===== config.mk =====
export PLATFORM = sky130hd
export DESIGN_NAME = wb_arbiter
export DESIGN_NICKNAME = d
export VERILOG_FILES = /design/src/rtl/wb_pkg.sv /design/src/rtl/arb_rr_pick.sv /design/src/rtl/wb_arbiter.sv
export SDC_FILE = /design/constraint.sdc
export NUM_CORES = 1
export LEC_CHECK = 0
export ABC_AREA = 0
export ABC_CLOCK_PERIOD_IN_PS = 2800
export BUFFER_PORTS_ARGS = -buffer_cell sky130_fd_sc_hd__buf_2
export CORE_MARGIN = 2
export CORE_UTILIZATION = 29
export DETAILED_ROUTE_END_ITERATION = 8
export PLACE_DENSITY_LB_ADDON = 0.3
export SLEW_MARGIN = 20
export SYNTH_ARGS = -nofsm -noshare
export SYNTH_HDL_FRONTEND = slang
export SYNTH_SLANG_ARGS = --single-unit

===== constraint.sdc =====
create_clock -name clk_i -period 2.8 [get_ports clk_i]
set_input_delay 0.42 -clock clk_i [delete_from_list [all_inputs] [get_ports clk_i]]
set_output_delay 0.42 -clock clk_i [all_outputs]
set_load 0.1 [all_outputs]

===== src/rtl/wb_pkg.sv =====
// Shared Wishbone definitions: arbiter FSM states and default bus widths
// used by the arbiter and ctrl_async.
package wb_pkg;

    typedef enum logic {
        StIdle = 1'b0,
        StBusy = 1'b1
    } arb_state_e;

    localparam int WB_AW = 4;
    localparam int WB_DW = 8;

endpackage


===== src/rtl/arb_rr_pick.sv =====
// Combinational round-robin pick: first set request after `last`, wrapping mod N.
module arb_rr_pick #(
    parameter int N = 2
) (
    input  logic [N-1:0]         req,
    input  logic [$clog2(N)-1:0] last,
    output logic                 valid,
    output logic [$clog2(N)-1:0] idx
);

    localparam int IW = $clog2(N);

    logic [IW-1:0] cand;

    // NOTE: every output of a combinational block gets a default first;
    // a path that leaves one unassigned would infer a latch.
    always_comb begin
        valid = 1'b0;
        idx   = '0;
        cand  = '0;
        // Walk from the farthest candidate to the nearest, so the last hit
        // (the one closest after `last`) is the one kept.
        for (int i = N; i >= 1; i--) begin
            cand = IW'((int'(last) + i) % N);
            if (req[cand]) begin
                valid = 1'b1;
                idx   = cand;
            end
        end
    end

endmodule


===== src/rtl/wb_arbiter.sv =====
// Round-robin arbiter sharing one Wishbone B4 peripheral among N controllers,
// with a watchdog that errors out a transaction whose peripheral never acks.
module wb_arbiter
    import wb_pkg::*;
#(
    parameter int N       = 2,
    parameter int AW      = WB_AW,
    parameter int DW      = WB_DW,
    parameter int TIMEOUT = 16
) (
    input  logic            clk_i,
    input  logic            rst_ni,
    input  logic [N-1:0]    ctrl_stb_i,
    input  logic [N-1:0]    ctrl_we_i,
    input  logic [N*AW-1:0] ctrl_adr_i,
    input  logic [N*DW-1:0] ctrl_dat_i,
    output logic [DW-1:0]   ctrl_dat_o,
    output logic [N-1:0]    ctrl_ack_o,
    output logic [N-1:0]    ctrl_err_o,
    output logic            wb_we_o,
    output logic [AW-1:0]   wb_adr_o,
    output logic [DW-1:0]   wb_dat_o,
    output logic            wb_stb_o,
    input  logic [DW-1:0]   wb_dat_i,
    input  logic            wb_ack_i
);

    localparam int GW = $clog2(N);
    localparam int CW = $clog2(TIMEOUT);

    arb_state_e    state_q, state_d;
    logic [GW-1:0] grant_q, grant_d;
    logic [GW-1:0] last_q, last_d;
    logic [CW-1:0] cnt_q, cnt_d;
    logic          pick_valid;
    logic [GW-1:0] pick_idx;

    logic [AW-1:0] adr_a [N];
    logic [DW-1:0] dat_a [N];

    for (genvar k = 0; k < N; k++) begin : g_unpack
        assign adr_a[k] = ctrl_adr_i[k*AW +: AW];
        assign dat_a[k] = ctrl_dat_i[k*DW +: DW];
    end

    arb_rr_pick #(.N(N)) u_pick (
        .req   (ctrl_stb_i),
        .last  (last_q),
        .valid (pick_valid),
        .idx   (pick_idx)
    );

    // NOTE: state registers use non-blocking assignments so every flop
    // samples its pre-edge value, independent of statement order.
    always_ff @(posedge clk_i or negedge rst_ni) begin
        if (!rst_ni) begin
            state_q <= StIdle;
            grant_q <= '0;
            last_q  <= GW'(N - 1);
            cnt_q   <= '0;
        end else begin
            state_q <= state_d;
            grant_q <= grant_d;
            last_q  <= last_d;
            cnt_q   <= cnt_d;
        end
    end

    always_comb begin
        state_d    = state_q;
        grant_d    = grant_q;
        last_d     = last_q;
        cnt_d      = cnt_q;
        ctrl_dat_o = '0;
        ctrl_ack_o = '0;
        ctrl_err_o = '0;
        wb_we_o    = 1'b0;
        wb_adr_o   = '0;
        wb_dat_o   = '0;
        wb_stb_o   = 1'b0;

        case (state_q)
            StIdle: begin
                if (pick_valid) begin
                    grant_d = pick_idx;
                    last_d  = pick_idx;
                    cnt_d   = '0;
                    state_d = StBusy;
                end
            end
            StBusy: begin
                wb_we_o  = ctrl_we_i[grant_q];
                wb_adr_o = adr_a[grant_q];
                wb_dat_o = dat_a[grant_q];
                wb_stb_o = ctrl_stb_i[grant_q];
                // Ack beats timeout beats abort; the counter only advances
                // while the transaction stays open, so it never wraps.
                if (wb_ack_i) begin
                    ctrl_ack_o[grant_q] = 1'b1;
                    ctrl_dat_o          = wb_dat_i;
                    state_d             = StIdle;
                end else if (cnt_q == CW'(TIMEOUT - 1)) begin
                    ctrl_err_o[grant_q] = 1'b1;
                    ctrl_dat_o          = '1;
                    state_d             = StIdle;
                end else if (!ctrl_stb_i[grant_q]) begin
                    state_d = StIdle;
                end else begin
                    cnt_d = cnt_q + CW'(1);
                end
            end
            default: state_d = StIdle;
        endcase
    end

endmodule


### Word-level counts from Yosys, hierarchy flattened

Cells that the tools add are included.

| word-level totals | value |
|---|---|
| bits in registers | 7 |
| output and inout bits | 26 |
| memories kept | 0 |
| bits in latches | 0 |
| input bits | 39 |
| RAM bits | 0 |
| bits in read-only memories | 0 |

| cells by class | value |
|---|---|
| muxes and demuxes | 42 |
| order comparisons | 5 |
| equality and inequality tests | 5 |
| $add $sub $neg | 3 |
| multiply operators | 0 |
| shifts and indexed selects | 0 |
| divide/modulo/power cells | 0 |
| bitwise operators | 2 |
| reduce and logical (&&, ||, !) cells | 3 |

Operators by type and width:

| kind | number |
|---|---|
| 2-to-1 mux 8 bit | 7 |
| 2-to-1 mux 4 bit | 8 |
| 2-to-1 mux 1 bit | 19 |
| 2-to-1 mux 2 bit | 5 |
| case mux 4 bit (2 select lines) | 1 |
| < comparator 1 x 2 -> 1 bit, second input constant | 3 |
| inequality test 2 bit, second input constant | 3 |
| adder 4 x 1 -> 4 bit, second input constant | 1 |
| equality test 4 bit, second input constant | 1 |
| AND reduction 4 bit | 1 |
| adder 1 bit, second input constant | 2 |
| greater-or-equal comparator 2 bit, second input constant | 1 |
| inequality test 2 x 1 -> 1 bit, second input constant | 1 |
| NOT 1 -> 2 bit | 1 |
| case mux 1 bit (2 select lines) | 1 |
| AND reduction 2 bit | 1 |
| demux 1 bit (select 1 bit) | 1 |
| greater-or-equal comparator 1 bit, second input constant | 1 |
| logical AND 1 bit | 1 |
| NOT 1 bit | 1 |

### Depth between registers and ports, before layout

| logic depth | value |
|---|---|
| depth after elaboration | 7 |
| mapped depth | 4 |
| mapped depth without buffers | 4 |

### Cells and area by module

A second synthesis with hierarchy kept.

| unflattened totals | value |
|---|---|
| cell total of the unflattened synthesis | 101 |
| area, all modules | 765.7 um^2 |

Modules (own cells, without submodules):

| module | instances | cells each | area an instance (um^2) | sequential area each (um^2) |
|---|---|---|---|---|
| wb_arbiter | 1 | 99 | 752.0 | 176.4 |
| arb_rr_pick | 1 | 2 | 13.8 | 0.0 |

### Least setup slack after synthesis

No wires, ideal clock.

| timing | value |
|---|---|
| path type | reg-to-output |
| start | register state_q |
| end | output port ctrl_err_o[0] |
| arrival | 3.665 ns |
| path slack | -1.285 ns |
| data required time | 2.380 ns |
| stages on the path, launching flop included | 4 |
| path through | dfrtp_1 buf_2 clkbuf_1 nor4bb_1 |

| on the way | value |
|---|---|
| cells in the longest elaborated chain, start to end | 1 |

Ends and longest elaborated chain:

| what | RTL line | source |
|---|---|---|
| from (decl) | wb_arbiter.sv:31 | `arb_state_e state_q, state_d;` |
| from (signal assigned) | wb_arbiter.sv:57 | `state_q <= StIdle;` |
| from (signal assigned) | wb_arbiter.sv:62 | `state_q <= state_d;` |
| 2-to-1 mux 2 bit | wb_arbiter.sv:82 | `case (state_q)` |
| to (decl) | wb_arbiter.sv:19 | `output logic [N-1:0] ctrl_err_o,` |

No other way between the ends.

### Final worst setup path

| timing | value |
|---|---|
| start | register state_q |
| end | output port ctrl_dat_o[5] |

| on the way | value |
|---|---|
| cells in the longest elaborated chain, start to end | 1 |

Ends and longest elaborated chain:

| what | RTL line | source |
|---|---|---|
| 2-to-1 mux 8 bit | wb_arbiter.sv:82 |  |
| to (decl) | wb_arbiter.sv:17 | `output logic [DW-1:0] ctrl_dat_o,` |

No other way between the ends.

==> summary.md <==
| Metric | Value |
|---|---|
| Status | completed |
| Max-slew headroom | 52.5% |
| Tightest Pin Transition | 713 ps |
| Ys async rst share | 100% |
| Met3 WL post-DR | 281 um |
| Cell Area, Synth | 757 um^2 |
| Most common cell in the synthesized netlist | mux2i_1 |
| CTS max path bufs | 2 |
| CP Max Fanout | 30 |
| Total GRT Usage | 12.3% |
| F_max | 404 MHz |
| Fin Setup TNS | 0 ps |
| Die Span X | 55.1 um |
| Hold_ws | 463 ps |
| Synth top cells by count | 14 x mux2i_1, 13 x nor2b_1, 10 x a21oi_1, 9 x inv_1, 7 x nand2_1 |
| Largest net degree at the start of global routing | 31 |
| Fillers | 235 |
| Placed cells | 185 |
| Sequential fraction of the synthesis area | 23.3% |
| Detail Route Antenna Nets | 0 |
| Initial antenna violation count | 0 |
| CORE AREA | 0.00248 mm^2 |
| Max-slew violations | 0 |
| Layout Cells excl Fill | 190 |
| Clock transition at path regs | 50 ps |
| RSZ-0062 raised after global routing | no |
| Syn Nets | 137 |
| YS warnings | 0 |
| Final worst slack | 325 ps |
| Die height | 55.1 um |
| PortBufs | 64 |
| Routed WL per cell | 11.4 um |
| Yosys reg bits | 7 |
| Synth-to-Final Area Change | 50.7% |
| First-pass iteration count of the detailed router | 4 |
| Hold Vio Cnt, Final | 0 |
| Synthesized instance count | 97 |
| Initial DRC count | 5 |
| Max layer used | met4 |
| Starting density of the core | 30.6% |
| First-pass GRT wire length | 2.68 mm |
| Met2 wire len | 1.03 mm |
| Kind of critical path | register to primary output |
| Hold path startpoint | ctrl_stb_i[1] |
| WL met1 | 798 um |
| Final #Nets | 201 |
| Clock Latency Late Sink | 250 ps |
| Data required time of the worst path | 2380 ps |
| Vias per inst | 4.87 |
| Reg-to-Reg End | cnt_q[3]$_DFFE_PN0P_ |
| Clk_skew | 3.67 ps |
| Vias in the first global route | 678 |
| Die area | 0.00303 mm^2 |
| Post-CTS Setup Bufs | 0 |
| Gpl congestion | 0.772 |
| CTS tree | built |
| Top post-synthesis cells by area | dfrtp_1 20%, mux2i_1 19%, nor2b_1 11% |
| Max_cap viols | 0 |
| Arr. time, crit path | 2050 ps |
| Worst R2R Path Depth | 3 |
| Num rows | 18 |
| Total congestion overflow | 0 |
| Worst Hold Depth | 3 |
| Layout cells sized above 1 | 43.8% |
| EDFF count, synth | 0 |
| Share of the synthesized area in the top cell type | 19.8% |
| Antenna Cells | 0 |
| Main synth FF type | dfrtp_1 |
| Hold Path End | last_q$_DFFE_PN1P_ |
| PostCTS Resize Cnt | 0 |
| Final wirelength | 2.16 mm |
| Netlist cell types | 29 |
| R2R Path Start | grant_q$_DFFE_PN0P_ |
| Pwr dens | 1010 mW/mm^2 |
| Cell taking the most area after synthesis | dfrtp_1 |
| Fin crit period | 2470 ps |
| Leakage | 0.000672 uW |
| I/O pin cnt | 65 |
| CTS Hold Bufs | 1 |
| Clock root cell | clkbuf_4 |
| Setup crit end kind | primary output |
| Startpoint type of the worst setup path | register |
| Clock Sinks | 7 |
| DRC Markers | 0 |
| Reg-to-reg slack, setup | 1000 ps |
| H-tree depth | 1 |
| Min-delay worst type | primary input to register |
| CTS buffer count | 3 |
| Mean Syn Cell Area | 7.80 um^2 |
| Final Setup Violations | 0 |
| Peak supply drop | 0.521 mV |
| Tot Pwr | 1150 uW |
| Pre-CTS setup slack | 629 ps |
| DR vias | 926 |
| Tcrit/Tclk final | 88.4% |
[power by group]
group          internal [uW]  switching [uW]  total, uW  leakage [uW]
sequential               133            75.7        208     0.0000889
clock                   54.4            38.0       92.5     0.0000150
combinational            195             659        854      0.000569
total                    382             773       1150      0.000672
[cells in the final DEF, fill, tap and decap left out, drive strengths merged]
cell type	netlist	layout
a21boi	1	1
a21o	2	2
a21oi	10	10
a31o	1	1
and2	1	1
and3	3	3
and4b	1	1
buf	3	65
clkbuf	4	4
dfrtp	6	6
dfstp	1	1
dlygate4sd3	0	1
ha	1	1
inv	9	9
mux2	1	1
mux2i	14	14
nand2	7	7
nand2b	4	4
nand3	1	1
nor2	2	2
nor2b	13	13
nor3	2	2
nor4bb	1	1
o211ai	2	2
o21ai	2	2
o22a	1	1
o2bb2ai	1	1
o41a	1	1
or4	2	2
[metal layers]
metal	GRT usage, %	vias to the layer above
met5	0	-
met4	4.07	0
met3	4.57	6
met2	23.0	53
met1	12.5	401
li1	-	466
[worst max-delay path by stage]
stage                            startpoint  cells after the start             to
final                     state_q$_DFF_PN0_                      3  ctrl_dat_o[5]
after global placement    state_q$_DFF_PN0_                      3  ctrl_dat_o[4]
after CTS                 state_q$_DFF_PN0_                      3  ctrl_dat_o[1]
after global routing      state_q$_DFF_PN0_                      3  ctrl_dat_o[1]
after floorplan                    wb_ack_i                      4  ctrl_dat_o[0]
after detailed placement  state_q$_DFF_PN0_                      3  ctrl_dat_o[1]
[sequential cells by signal, indices dropped and copies added, names as in the netlist]
| signal | count |
|---|---|
| cnt_q | 4 |
| grant_q | 1 |
| last_q | 1 |
| state_q | 1 |
[worst max-delay path, cell delays in order, from the launching register on]
cell and delay [ps]:
dfrtp_1 800, nand2_1 340, a21oi_1 200, buf_2 450
[cell families after synthesis]
| logic type | Yosys count | share of synthesized area (%) |
|---|---|---|
| DFF | 7 | 23.3 |
| adders and majority gates | 1 | 1.65 |
| AOI/OAI and AO/OA | 21 | 17.9 |
| buffers and inverters | 16 | 8.76 |
| and+or+nand+nor | 37 | 28.4 |
| muxes | 15 | 20.0 |
[final cells by class]
cell class | instances | area [um^2] | share of cell area (%)
multi-input combinational | 74 | 529 | 46.4
timing repair buffer | 66 | 338 | 29.6
sequential | 7 | 176 | 15.5
tap | 30 | 37.5 | 3.29
inverter | 9 | 33.8 | 2.96
clock buffer | 4 | 26.3 | 2.30
[through the flow]
stage               area [um^2]  utilization, %
floorplan                   772               -
global placement           1100            44.6
detailed placement         1100            44.6
CTS                        1140            46.1
global route               1140            46.1
finish                     1140            46.1
(Power assumes the default switching activity.)
